===== config.mk =====
export PLATFORM = sky130hd
export DESIGN_NAME = osc_glide_ctrl
export DESIGN_NICKNAME = d
export VERILOG_FILES = /design/src/rtl/oscillator_types_pkg.sv /design/src/rtl/osc_tick_div.sv /design/src/rtl/osc_glide_ctrl.sv
export SDC_FILE = /design/constraint.sdc
export NUM_CORES = 1
export LEC_CHECK = 0
export ABC_AREA = 1
export CORE_MARGIN = 2
export CORE_UTILIZATION = 50
export CTS_BUF_LIST = sky130_fd_sc_hd__clkbuf_4
export DETAILED_ROUTE_END_ITERATION = 12
export GPL_TIMING_DRIVEN = 1
export MAX_ROUTING_LAYER = met4
export PLACE_DENSITY = 0.74
export SYNTH_ARGS = -nofsm -noshare
export SYNTH_HDL_FRONTEND = slang
export SYNTH_SLANG_ARGS = --single-unit

===== constraint.sdc =====
create_clock -name clk -period 1.7 [get_ports clk]
set_input_delay 0.34 -clock clk [delete_from_list [all_inputs] [get_ports clk]]
set_output_delay 0.34 -clock clk [all_outputs]
set_load 0.01 [all_outputs]

===== src/rtl/oscillator_types_pkg.sv =====
// Shared oscillator types: waveform encoding and glide controller states.
// Imported by oscillator_core and osc_glide_ctrl.
package oscillator_types_pkg;

    typedef enum logic [1:0] {
        OSC_SQUARE_E   = 2'd0,
        OSC_SAW_E      = 2'd1,
        OSC_TRIANGLE_E = 2'd2,
        OSC_NOISE_E    = 2'd3
    } osc_waveform_type_t;

    typedef enum logic [1:0] {
        OSC_GLIDE_IDLE_E = 2'd0,
        OSC_GLIDE_STEP_E = 2'd1,
        OSC_GLIDE_WAIT_E = 2'd2
    } osc_glide_state_t;

endpackage


===== src/rtl/osc_tick_div.sv =====
// Glide rate divider: counts 0..div_i while enabled, tick_o on terminal count.
// Ports: clk, rst_n, clear_i (sync clear), en_i, div_i (terminal count), tick_o.
module osc_tick_div #(
    parameter int DIV_WIDTH_P = 16
) (
    input  logic                   clk,
    input  logic                   rst_n,
    input  logic                   clear_i,
    input  logic                   en_i,
    input  logic [DIV_WIDTH_P-1:0] div_i,
    output logic                   tick_o
);

    localparam logic [DIV_WIDTH_P-1:0] ONE = DIV_WIDTH_P'(1);

    logic [DIV_WIDTH_P-1:0] cnt_q;
    logic [DIV_WIDTH_P-1:0] cnt_d;

    assign tick_o = en_i && (cnt_q == div_i);

    always_comb begin
        cnt_d = cnt_q;
        if (clear_i) begin
            cnt_d = '0;
        end else if (en_i) begin
            cnt_d = tick_o ? '0 : cnt_q + ONE;
        end
    end

    always_ff @(posedge clk or negedge rst_n) begin
        if (!rst_n) begin
            cnt_q <= '0;
        end else begin
            cnt_q <= cnt_d;
        end
    end

endmodule


===== src/rtl/osc_glide_ctrl.sv =====
// Glides oscillator frequency toward a requested target, then applies waveform/duty at a period wrap.
// Ports: req_* handshake + targets, cr_glide_* config, period_wrap in; cr_* to core, busy, done out.
module osc_glide_ctrl
    import oscillator_types_pkg::*;
#(
    parameter int COUNTER_WIDTH_P = -1,
    parameter int DIV_WIDTH_P     = 16,
    // Guards elaboration when the width has not been overridden.
    localparam int CW = (COUNTER_WIDTH_P > 0) ? COUNTER_WIDTH_P : 1
) (
    input  logic                   clk,
    input  logic                   rst_n,
    input  logic                   req_valid,
    output logic                   req_ready,
    input  logic [1:0]             req_waveform,
    input  logic [CW-1:0]          req_frequency,
    input  logic [CW-1:0]          req_duty_cycle,
    input  logic [CW-1:0]          cr_glide_step,
    input  logic [DIV_WIDTH_P-1:0] cr_glide_div,
    input  logic                   period_wrap,
    output logic [1:0]             cr_waveform_select,
    output logic [CW-1:0]          cr_frequency,
    output logic [CW-1:0]          cr_duty_cycle,
    output logic                   busy,
    output logic                   done
);

    osc_glide_state_t   state_q, state_d;
    osc_waveform_type_t wave_q, wave_d;
    osc_waveform_type_t tgt_wave_q, tgt_wave_d;
    logic [CW-1:0]      freq_q, freq_d;
    logic [CW-1:0]      duty_q, duty_d;
    logic [CW-1:0]      tgt_freq_q, tgt_freq_d;
    logic [CW-1:0]      tgt_duty_q, tgt_duty_d;
    logic [CW-1:0]      step_q, step_d;
    logic [DIV_WIDTH_P-1:0] div_q, div_d;
    logic               done_q, done_d;
    logic               div_clear;
    logic               tick;

    logic [CW:0]   dist_x;
    logic          up;
    logic [CW-1:0] nxt_freq;
    logic [CW-1:0] nxt_duty;
    logic [CW-1:0] fin_duty;

    assign req_ready = (state_q == OSC_GLIDE_IDLE_E);
    assign busy      = !req_ready;

    osc_tick_div #(
        .DIV_WIDTH_P(DIV_WIDTH_P)
    ) u_div (
        .clk    (clk),
        .rst_n  (rst_n),
        .clear_i(div_clear),
        .en_i   (state_q == OSC_GLIDE_STEP_E),
        .div_i  (div_q),
        .tick_o (tick)
    );

    // Distance is taken one bit wider; the add/sub below only runs when
    // dist > step, so it can neither overshoot nor wrap.
    always_comb begin
        up     = tgt_freq_q > freq_q;
        dist_x = up ? ({1'b0, tgt_freq_q} - {1'b0, freq_q})
                    : ({1'b0, freq_q} - {1'b0, tgt_freq_q});
        if (dist_x <= {1'b0, step_q}) begin
            nxt_freq = tgt_freq_q;
        end else if (up) begin
            nxt_freq = freq_q + step_q;
        end else begin
            nxt_freq = freq_q - step_q;
        end
        nxt_duty = (duty_q < nxt_freq) ? duty_q : nxt_freq;
        fin_duty = (tgt_duty_q < tgt_freq_q) ? tgt_duty_q : tgt_freq_q;
    end

    always_comb begin
        state_d    = state_q;
        wave_d     = wave_q;
        freq_d     = freq_q;
        duty_d     = duty_q;
        tgt_wave_d = tgt_wave_q;
        tgt_freq_d = tgt_freq_q;
        tgt_duty_d = tgt_duty_q;
        step_d     = step_q;
        div_d      = div_q;
        done_d     = 1'b0;
        div_clear  = 1'b0;
        unique case (1'b1)
            (state_q == OSC_GLIDE_IDLE_E): begin
                if (req_valid) begin
                    tgt_wave_d = osc_waveform_type_t'(req_waveform);
                    tgt_freq_d = req_frequency;
                    tgt_duty_d = req_duty_cycle;
                    step_d     = cr_glide_step;
                    div_d      = cr_glide_div;
                    div_clear  = 1'b1;
                    if (cr_glide_step != '0 && req_frequency != freq_q) begin
                        state_d = OSC_GLIDE_STEP_E;
                    end else begin
                        state_d = OSC_GLIDE_WAIT_E;
                        freq_d  = req_frequency;
                    end
                end
            end
            (state_q == OSC_GLIDE_STEP_E): begin
                if (tick) begin
                    freq_d = nxt_freq;
                    duty_d = nxt_duty;
                    if (nxt_freq == tgt_freq_q) begin
                        state_d = OSC_GLIDE_WAIT_E;
                    end
                end
            end
            (state_q == OSC_GLIDE_WAIT_E): begin
                // A stopped oscillator never wraps, so apply immediately.
                if (period_wrap || freq_q == '0) begin
                    wave_d  = tgt_wave_q;
                    duty_d  = fin_duty;
                    done_d  = 1'b1;
                    state_d = OSC_GLIDE_IDLE_E;
                end
            end
            default: begin
                state_d = OSC_GLIDE_IDLE_E;
            end
        endcase
    end

    always_ff @(posedge clk or negedge rst_n) begin
        if (!rst_n) begin
            state_q    <= OSC_GLIDE_IDLE_E;
            wave_q     <= OSC_SQUARE_E;
            freq_q     <= '0;
            duty_q     <= '0;
            tgt_wave_q <= OSC_SQUARE_E;
            tgt_freq_q <= '0;
            tgt_duty_q <= '0;
            step_q     <= '0;
            div_q      <= '0;
            done_q     <= 1'b0;
        end else begin
            state_q    <= state_d;
            wave_q     <= wave_d;
            freq_q     <= freq_d;
            duty_q     <= duty_d;
            tgt_wave_q <= tgt_wave_d;
            tgt_freq_q <= tgt_freq_d;
            tgt_duty_q <= tgt_duty_d;
            step_q     <= step_d;
            div_q      <= div_d;
            done_q     <= done_d;
        end
    end

    assign cr_waveform_select = wave_q;
    assign cr_frequency       = freq_q;
    assign cr_duty_cycle      = duty_q;
    assign done               = done_q;

endmodule


======== After elaboration in Yosys (flattened, before gate mapping) ========
Cells that the tools add are included.
operators by class
  add/sub/neg operators ................... 5
  $lt $le $gt $ge ......................... 4
  eq/ne operators ......................... 11
  multiplexer cells ....................... 25
  bitwise gates (word level) .............. 1
  reductions and logical operators ........ 13
operators by type and width
  kind                   count
  $mux 16                3
  $add 16x1->16 const B  1
  $eq 16x16->1           1
  $mux 1                 13
  $mux 2                 6
  $reduce_and 4->1       3
  $ne 2x2->1 const B     5
  $pmux 2 s3             1
  $reduce_bool 2->1      3
  $pmux 1 s2             2
  $reduce_and 2->1       2
  $sub 1x1->2            2
  $eq 2x1->1 const B     1
  $eq 2x2->1 const B     1
  $le 2x1->1             1
  $logic_and 1x1->1      2
  $logic_not 2->1        1
  $lt 1x1->1             2
  $ne 2x1->1 const B     1
  $add 1x1->1            1
  $eq 1x1->1             1
  $gt 1x1->1             1
  $logic_not 1->1        1
  $logic_or 1x1->1       1
  3 further kinds        3
storage, ports and cells
  bits in registers ....................... 44
  bits of input ports ..................... 25
  output and inout port bits .............. 7
  word-level logic and storage cells ...... 70

======== Longest topological paths before layout ========
Gate-level depths: netlist of the first run.
  depth after elaboration ................. 8
  depth in mapped cells ................... 11
  mapped depth without buffers ............ 11

======== Modules after synthesis ========
Synthesis of the first run repeated with hierarchy kept, for this count alone.
unflattened totals
  cell total of the unflattened synthesis .. 385
  area, all modules ....................... 2616.3 um^2
by module, submodules not included
  module          instances  cells each  area an instance (um^2)  sequential area each (um^2)
  osc_tick_div    1          227         1368.8                   400.4
  osc_glide_ctrl  1          158         1247.4                   700.7

======== Worst setup path after synthesis of the first run ========
OpenSTA, ideal clock, no wires.
  path kind ............................... register -> register
  from .................................... register state_q[0]
  to ...................................... register u_div.cnt_q[2]
  setup time .............................. 128 ps
  arrival time ............................ 1336 ps
  required time ........................... 1572 ps
  slack ................................... 237 ps
  stages on the path, launching flop included .. 8
  path buffers ............................ 1
  period minus slack after synthesis ...... 1463 ps
  cells stage by stage .................... dfrtp_1 nor2_2 inv_1 nor2_4 nor2_2 inv_1 buf_2 o22ai_1
between the ends
  elaborated cells on any way between the ends .. 8
  classes of those cells .................. eq/ne: 1; mux: 4; reduce/logical: 3
RTL lines
  what                                          line                   RTL
  from (decl)                                   osc_glide_ctrl.sv:28   osc_glide_state_t state_q, state_d;
  from (signal assigned)                        osc_glide_ctrl.sv:144  state_q <= state_d;
  $logic_not 2->1 (*)                           -
  via req_ready                                 osc_glide_ctrl.sv:14   output logic req_ready,
  $mux 1 (*)                                    osc_glide_ctrl.sv:90   unique case (1'b1)
  $mux 16 or $reduce_bool 2->1 (tied branches)  -
  to (signal assigned)                          osc_tick_div.sv:34     cnt_q <= cnt_d;
  to (decl)                                     osc_tick_div.sv:16     logic [DIV_WIDTH_P-1:0] cnt_q;
The timed path passes the listed nets; every way through them passes the cells marked *. The select of a mux whose other input is x is not followed.
A chain may end at the register's enable or synchronous reset.

======== Worst setup path after layout of the first run ========
  from .................................... register wave_q[1] (netlist: cr_waveform_select[1])
  to ...................................... output port cr_waveform_select[1]
RTL lines
  what                    line                   RTL
  from (decl)             osc_glide_ctrl.sv:29   osc_waveform_type_t wave_q, wave_d;
  from (signal assigned)  osc_glide_ctrl.sv:145  wave_q <= wave_d;
  to (decl)               osc_glide_ctrl.sv:21   output logic [1:0] cr_waveform_select,
No word-level cell between the ends.

==> impl_metrics.env, run 1 <==
export IMPL_grt_pass1_wl_um=8220
export IMPL_antenna_found_initial=0
export IMPL_synth_net_count=344
export IMPL_ys_seq_area_share_pct=47.4
export IMPL_critical_path_arrival_ps=1290
export IMPL_die_h_um=72.2
export IMPL_hold_path_class="primary input to asynchronous set/reset pin"
export IMPL_pre_cts_ws_ps=68.7
export IMPL_routed_wirelength_um=4920
export IMPL_slew_viol_final=0
export IMPL_cts_tree="built"
export IMPL_num_nets_final=390
export IMPL_ir_drop_v=0.000691
export IMPL_drive_gt1_share_pct=10.1
export IMPL_clockRootBuffer="clkbuf_4"
export IMPL_clock_latency_ps=360
export IMPL_grt_max_degree=45
export IMPL_finalHoldViolations=0
export IMPL_synth_top_cell_area_share_pct=47.4
export IMPL_die_w_um=72.2
export IMPL_yosys_warnings=0
export IMPL_drcViolationCount=0
export IMPL_portBuffers=31
export IMPL_layoutNonFillerInstCount=417
export IMPL_place_area_mm2=0.00274
export IMPL_synth_top_family_by_area="simple AND/OR/NAND/NOR gates"
export IMPL_crit_required_ps=1360
export IMPL_cts_buffer_depth=2
export IMPL_critical_path_class="flop to primary output"
export IMPL_max_slew_worst_pin_slew_ps=340
export IMPL_clkSinkCount=44
export IMPL_ant_nets=0
export IMPL_globalRouteOverflowTotal=0
export IMPL_cp_top_family="buffers and inverters"
export IMPL_period_share_pct=95.9
export IMPL_antenna_cells=0
export IMPL_setup_slack_ps=68.9
export IMPL_synth_cell_type_count=23
export IMPL_hold_ws_ps=462
export IMPL_critPathBufInv=1
export IMPL_worstPathMaxFanout=2
export IMPL_outcome="complete, no violations"
export IMPL_p_leak_nw=1.36
export IMPL_place_congestion=0.886
export IMPL_ys_ff_latch=44
export IMPL_synth_adder_area_share_pct=0.538
export IMPL_place_hpwl_um=3530
export IMPL_crit_path_cell_trace="clkdlybuf4s50_1"
export IMPL_slowest_delay_ps=560
export IMPL_area_delta_synth_final_pct=25.1
export IMPL_ioPinCount=32
export IMPL_fp_row_count=24
export IMPL_fillers=373
export IMPL_syn_area_mm2=0.00232
export IMPL_synth_area_top_cells="dfrtp_1 (47%), nand2_1 (19%), inv_1 (6.6%), o21ai_0 (5.6%), nor2_1 (4.5%)"
export IMPL_clk_pin_slew_ps=140
export IMPL_synth_simple_area_share_pct=30.2
export IMPL_synth_area_mux_share_pct=0
export IMPL_min_period_ps=1630
export IMPL_cts_buffers=5
export IMPL_max_cap_viol_count=0
export IMPL_setup_viol=0
export IMPL_relSlewSlack_pct=77.3
export IMPL_cp_end_kind="primary output"
export IMPL_track_usage_pct=21.0
export IMPL_grt_pass1_vias=1911
export IMPL_final_area_mm2=0.00291
export IMPL_vias_per_cell=4.98
export IMPL_critPathLaunchType="flop"
export IMPL_power_density_mw_per_mm2=1300
export IMPL_vias=2076
export IMPL_synth_xor_area_share_pct=3.77
export IMPL_die_area_mm2=0.00521
export IMPL_initial_core_util_pct=52.7
export IMPL_firstDrtPassIters=4
export IMPL_synth_largest_area_cell="dfrtp_1"
export IMPL_core_mm2=0.00441
export IMPL_wl_per_cell_um=11.8
export IMPL_avgSynthCellArea_um2=7.31
export IMPL_clock_skew_ps=14.0
export IMPL_htreeDepth=2
export IMPL_dp_cells=403
export IMPL_synth_compound_area_share_pct=9.90
export IMPL_clock_fmax_mhz=613
export IMPL_slowest_stage="clkdlybuf4s50_1"
export IMPL_drtIter0Drc=74
export IMPL_synth_cells=318
-- power by group --
part	total, mW	switching, mW	internal [mW]
clock	0.665	0.351	0.314
sequential	1.58	0.208	1.37
combinational	1.52	0.881	0.642
-- final timing paths --
check | from | end | slack, ps | cells after the start
worst max-delay path | cr_waveform_select[1]$_DFFE_PN0P_ | cr_waveform_select[1] | 70 | 1
worst min-delay path | rst_n | u_div.cnt_q[6]$_DFFE_PN0P_ | 460 | 3
worst max register to register | u_div.cnt_q[5]$_DFFE_PN0P_ | u_div.cnt_q[7]$_DFFE_PN0P_ | 150 | 10
worst min register to register | tgt_wave_q[1]$_DFFE_PN0P_ | tgt_wave_q[1]$_DFFE_PN0P_ | 490 | 2
max in group asynchronous | rst_n | u_div.cnt_q[13]$_DFFE_PN0P_ | 1040 | 3
min in group clk | tgt_wave_q[1]$_DFFE_PN0P_ | tgt_wave_q[1]$_DFFE_PN0P_ | 490 | 2
-- layer usage --
layer / vias up / share of wire, % / global-route usage (%)
met4: 0 / 1.1 / 5.87
li1: 1089 / - / -
met5: - / 0 / -
met2: 44 / 46 / 33.0
met3: 6 / 4.5 / 4.17
met1: 937 / 49 / 27.8
-- kinds of logic (layout without fill, tap and decap cells) --
| group | Yosys count | in the layout |
|---|---|---|
| and+or+nand+nor | 173 | 173 |
| buffers and inverters | 48 | 95 |
| DFF | 44 | 44 |
| AOI/OAI and AO/OA | 42 | 42 |
| xor gates and xnor gates | 10 | 10 |
| adders and majority gates | 1 | 1 |
-- cell type report --
cell class / instances / area (µm²) / share of cell area, %
Tap cell: 52 / 65.1 / 2.24
Clock buffer: 5 / 37.5 / 1.29
Sequential cell: 44 / 1100 / 37.9
Timing Repair Buffer: 44 / 429 / 14.8
Multi-Input combinational cell: 226 / 1070 / 36.7
Inverter: 43 / 161 / 5.55
Clock inverter: 3 / 47.5 / 1.64
-- per-stage QoR --
step                utilization [%]  total power [mW]  TNS (ps)
floorplan                         -              2.52         0
global placement               62.1              3.02         0
detailed placement             62.1              3.06         0
finish                         65.9              3.77         0
global route                   65.9              4.12     -2.43
CTS                            64.6              3.75         0
-- flip-flops by register name (all words and copies together) (netlist names) --
name	flops
cr_duty_cycle	1
cr_frequency	1
cr_waveform_select	2
div_q	16
done	1
state_q	2
step_q	1
tgt_duty_q	1
tgt_freq_q	1
tgt_wave_q	2
u_div.cnt_q	16
-- cells in the mapped netlist (all sizes together) --
cell type and number:
nand2 122, dfrtp 44, inv 43, nor2 31
o21ai 26, o22ai 13, nand3 10, xor2 9
nor3 6, buf 4, nand4 4, a211oi 1
a21oi 1, a31oi 1, clkbuf 1, ha 1
xnor2 1
-- cell usage in the layout, fill, tap and decap left out, drive strengths merged --
cell type,instances
a31oi,1
clkinv,2
o21ai,26
o22ai,13
a21oi,1
nand3,10
a211oi,1
ha,1
xor2,9
nor3,6
nand4,4
xnor2,1
dfrtp,44
dlygate4sd2,1
bufinv,1
clkdlybuf4s15,1
nand2,122
buf,13
nor2,31
dlygate4sd3,1
clkdlybuf4s50,28
clkbuf,5
inv,43
-- what timing repair did --
item	CTS	global route
endpoints found under the hold margin	44	0
pin swaps	0	2
setup endpoints to repair	3	9
buffers inserted	2	3
hold buffers	1	0
gates resized for setup	2	13
Note: power is estimated with default switching activity, not from simulation.
==> run 2: changes to the inputs <==
CORE_ASPECT_RATIO = 1.1   (was default)
==> impl_metrics.env, run 2 (same netlist as run 1, synthesis figures left out) <==
export IMPL_area_delta_synth_final_pct=25.7
export IMPL_vias_per_cell=5.02
export IMPL_clock_latency_ps=360
export IMPL_crit_start="state_q[1]$_DFFE_PN0P_"
export IMPL_cp_depth=3
export IMPL_clockRootBuffer="clkbuf_4"
export IMPL_vias=2132
export IMPL_relSlewSlack_pct=74.7
export IMPL_clkSinkCount=44
export IMPL_track_usage_pct=21.6
export IMPL_portBuffers=31
export IMPL_r2r_end="u_div.cnt_q[5]$_DFFE_PN0P_"
export IMPL_die_w_um=69.0
export IMPL_final_area_mm2=0.00292
export IMPL_grt_pass1_vias=2093
export IMPL_critical_path_arrival_ps=1300
export IMPL_r2r_cells=10
export IMPL_firstDrtPassIters=4
export IMPL_crit_path_cell_trace="nor2_2 > inv_2 > dlygate4sd2_1"
export IMPL_place_area_mm2=0.00274
export IMPL_dp_cells=408
export IMPL_finalHoldViolations=0
export IMPL_power_density_mw_per_mm2=1290
export IMPL_wl_per_cell_um=11.8
export IMPL_max_slew_worst_pin_slew_ps=379
export IMPL_p_leak_nw=1.38
export IMPL_die_h_um=75.5
export IMPL_crit_required_ps=1360
export IMPL_initial_core_util_pct=51.0
export IMPL_slowest_delay_ps=420
export IMPL_antenna_found_initial=0
export IMPL_cts_buffer_depth=2
export IMPL_outcome="complete, no violations"
export IMPL_hold_path_class="primary input to asynchronous set/reset pin"
export IMPL_ant_nets=0
export IMPL_r2r_setup_slack_ps=150
export IMPL_place_congestion=0.898
export IMPL_grt_pass1_wl_um=8710
export IMPL_num_nets_final=394
export IMPL_drcViolationCount=0
export IMPL_fp_row_count=26
export IMPL_cp_end_kind="primary output"
export IMPL_layoutNonFillerInstCount=425
export IMPL_fillers=431
export IMPL_final_cell_mix="nand2_1 (120), dfrtp_1 (42), inv_1 (40)"
export IMPL_antenna_cells=0
export IMPL_max_cap_viol_count=0
export IMPL_routed_wirelength_um=5030
export IMPL_ioPinCount=32
export IMPL_drive_gt1_share_pct=11.1
export IMPL_multiInputGateArea_mm2=0.00106
export IMPL_htreeDepth=2
export IMPL_worstPathMaxFanout=3
export IMPL_cts_tree="built"
export IMPL_grt_max_degree=30
export IMPL_slew_viol_final=0
export IMPL_drtIter0Drc=76
export IMPL_cts_buffers=5
export IMPL_final_seq_area_mm2=0.00110
export IMPL_setup_viol=0
export IMPL_cp_top_family="flip-flops"
export IMPL_crit_path_end="busy"
export IMPL_core_mm2=0.00455
export IMPL_final_common_cell="nand2_1"
export IMPL_clk_pin_slew_ps=130
export IMPL_clock_fmax_mhz=608
export IMPL_critPathLaunchType="flop"
export IMPL_final_core_util_pct=64.2
export IMPL_min_period_ps=1640
export IMPL_ir_drop_v=0.000772
export IMPL_slowest_stage="dfrtp_1"
export IMPL_timing_rr_start="u_div.cnt_q[5]$_DFFE_PN0P_"
export IMPL_setup_tns_final_ps=0
export IMPL_critPathBufInv=2
export IMPL_critical_path_class="flop to primary output"
export IMPL_globalRouteOverflowTotal=0
export IMPL_clock_skew_ps=7.87
export IMPL_place_hpwl_um=3570
export IMPL_die_area_mm2=0.00521
export IMPL_top_regs="div_q (16), u_div.cnt_q (16)"
export IMPL_period_share_pct=96.7
==> run 2: cell types whose count changed in the layout (fill, tap and decap cells not counted), sizes merged <==
cell / previous run / this run
clkdlybuf4s15: 1 / 0
clkdlybuf4s50: 28 / 27
dlymetal6s2s: 0 / 1
buf: 13 / 18
clkinvlp: 0 / 1
clkinv: 2 / 1
==> run 2: worst min-delay path by stage <==
stage                     start                   endpoint  slack (ps)  cells after the start
final                     rst_n       div_q[3]$_DFFE_PN0P_         420                      2
after global routing      rst_n       div_q[3]$_DFFE_PN0P_         420                      2
after CTS                 rst_n       div_q[3]$_DFFE_PN0P_         420                      2
after detailed placement  rst_n       div_q[3]$_DFFE_PN0P_         290                      1
after global placement    rst_n       div_q[3]$_DFFE_PN0P_         280                      1
after floorplan           rst_n  cr_duty_cycle$_DFFE_PN0P_          40                      0
==> run 2: metal layers <==
metal	global-route usage (%)	wire length (µm)
met1	24.2	2280
met3	4.89	235
met4	10.0	141
met5	-	0
met2	37.6	2380
==> run 2: what timing repair did <==
item,CTS,global route
hold buffers,1,0
setup endpoints to repair,5,9
hold endpoints to repair,15,0
pin swaps,0,2
resized for setup,3,10
buffers inserted,3,5
==> run 2: area by class of cell <==
class / instances / area share [%]
Timing Repair Buffer: 48 / 15.3
Tap cell: 56 / 2.40
Multi-Input combinational cell: 226 / 36.3
Sequential cell: 44 / 37.8
Clock buffer: 5 / 1.28
Inverter: 43 / 5.52
Clock inverter: 3 / 1.46
==> run 2: where the power goes <==
group	internal, mW	switching (mW)
combinational	0.667	0.883
sequential	1.37	0.208
clock	0.307	0.344
total	2.35	1.43
==> run 2: through the flow <==
stage,power [mW],setup WS [ps],hold WS [ps]
2_1_floorplan,2.52,237,44.4
6_report,3.78,55.7,416
3_3_place_gp,3.03,28.2,285
3_5_place_dp,3.06,1.37,286
5_1_grt,4.12,-6.68,424
4_1_cts,3.75,21.7,417
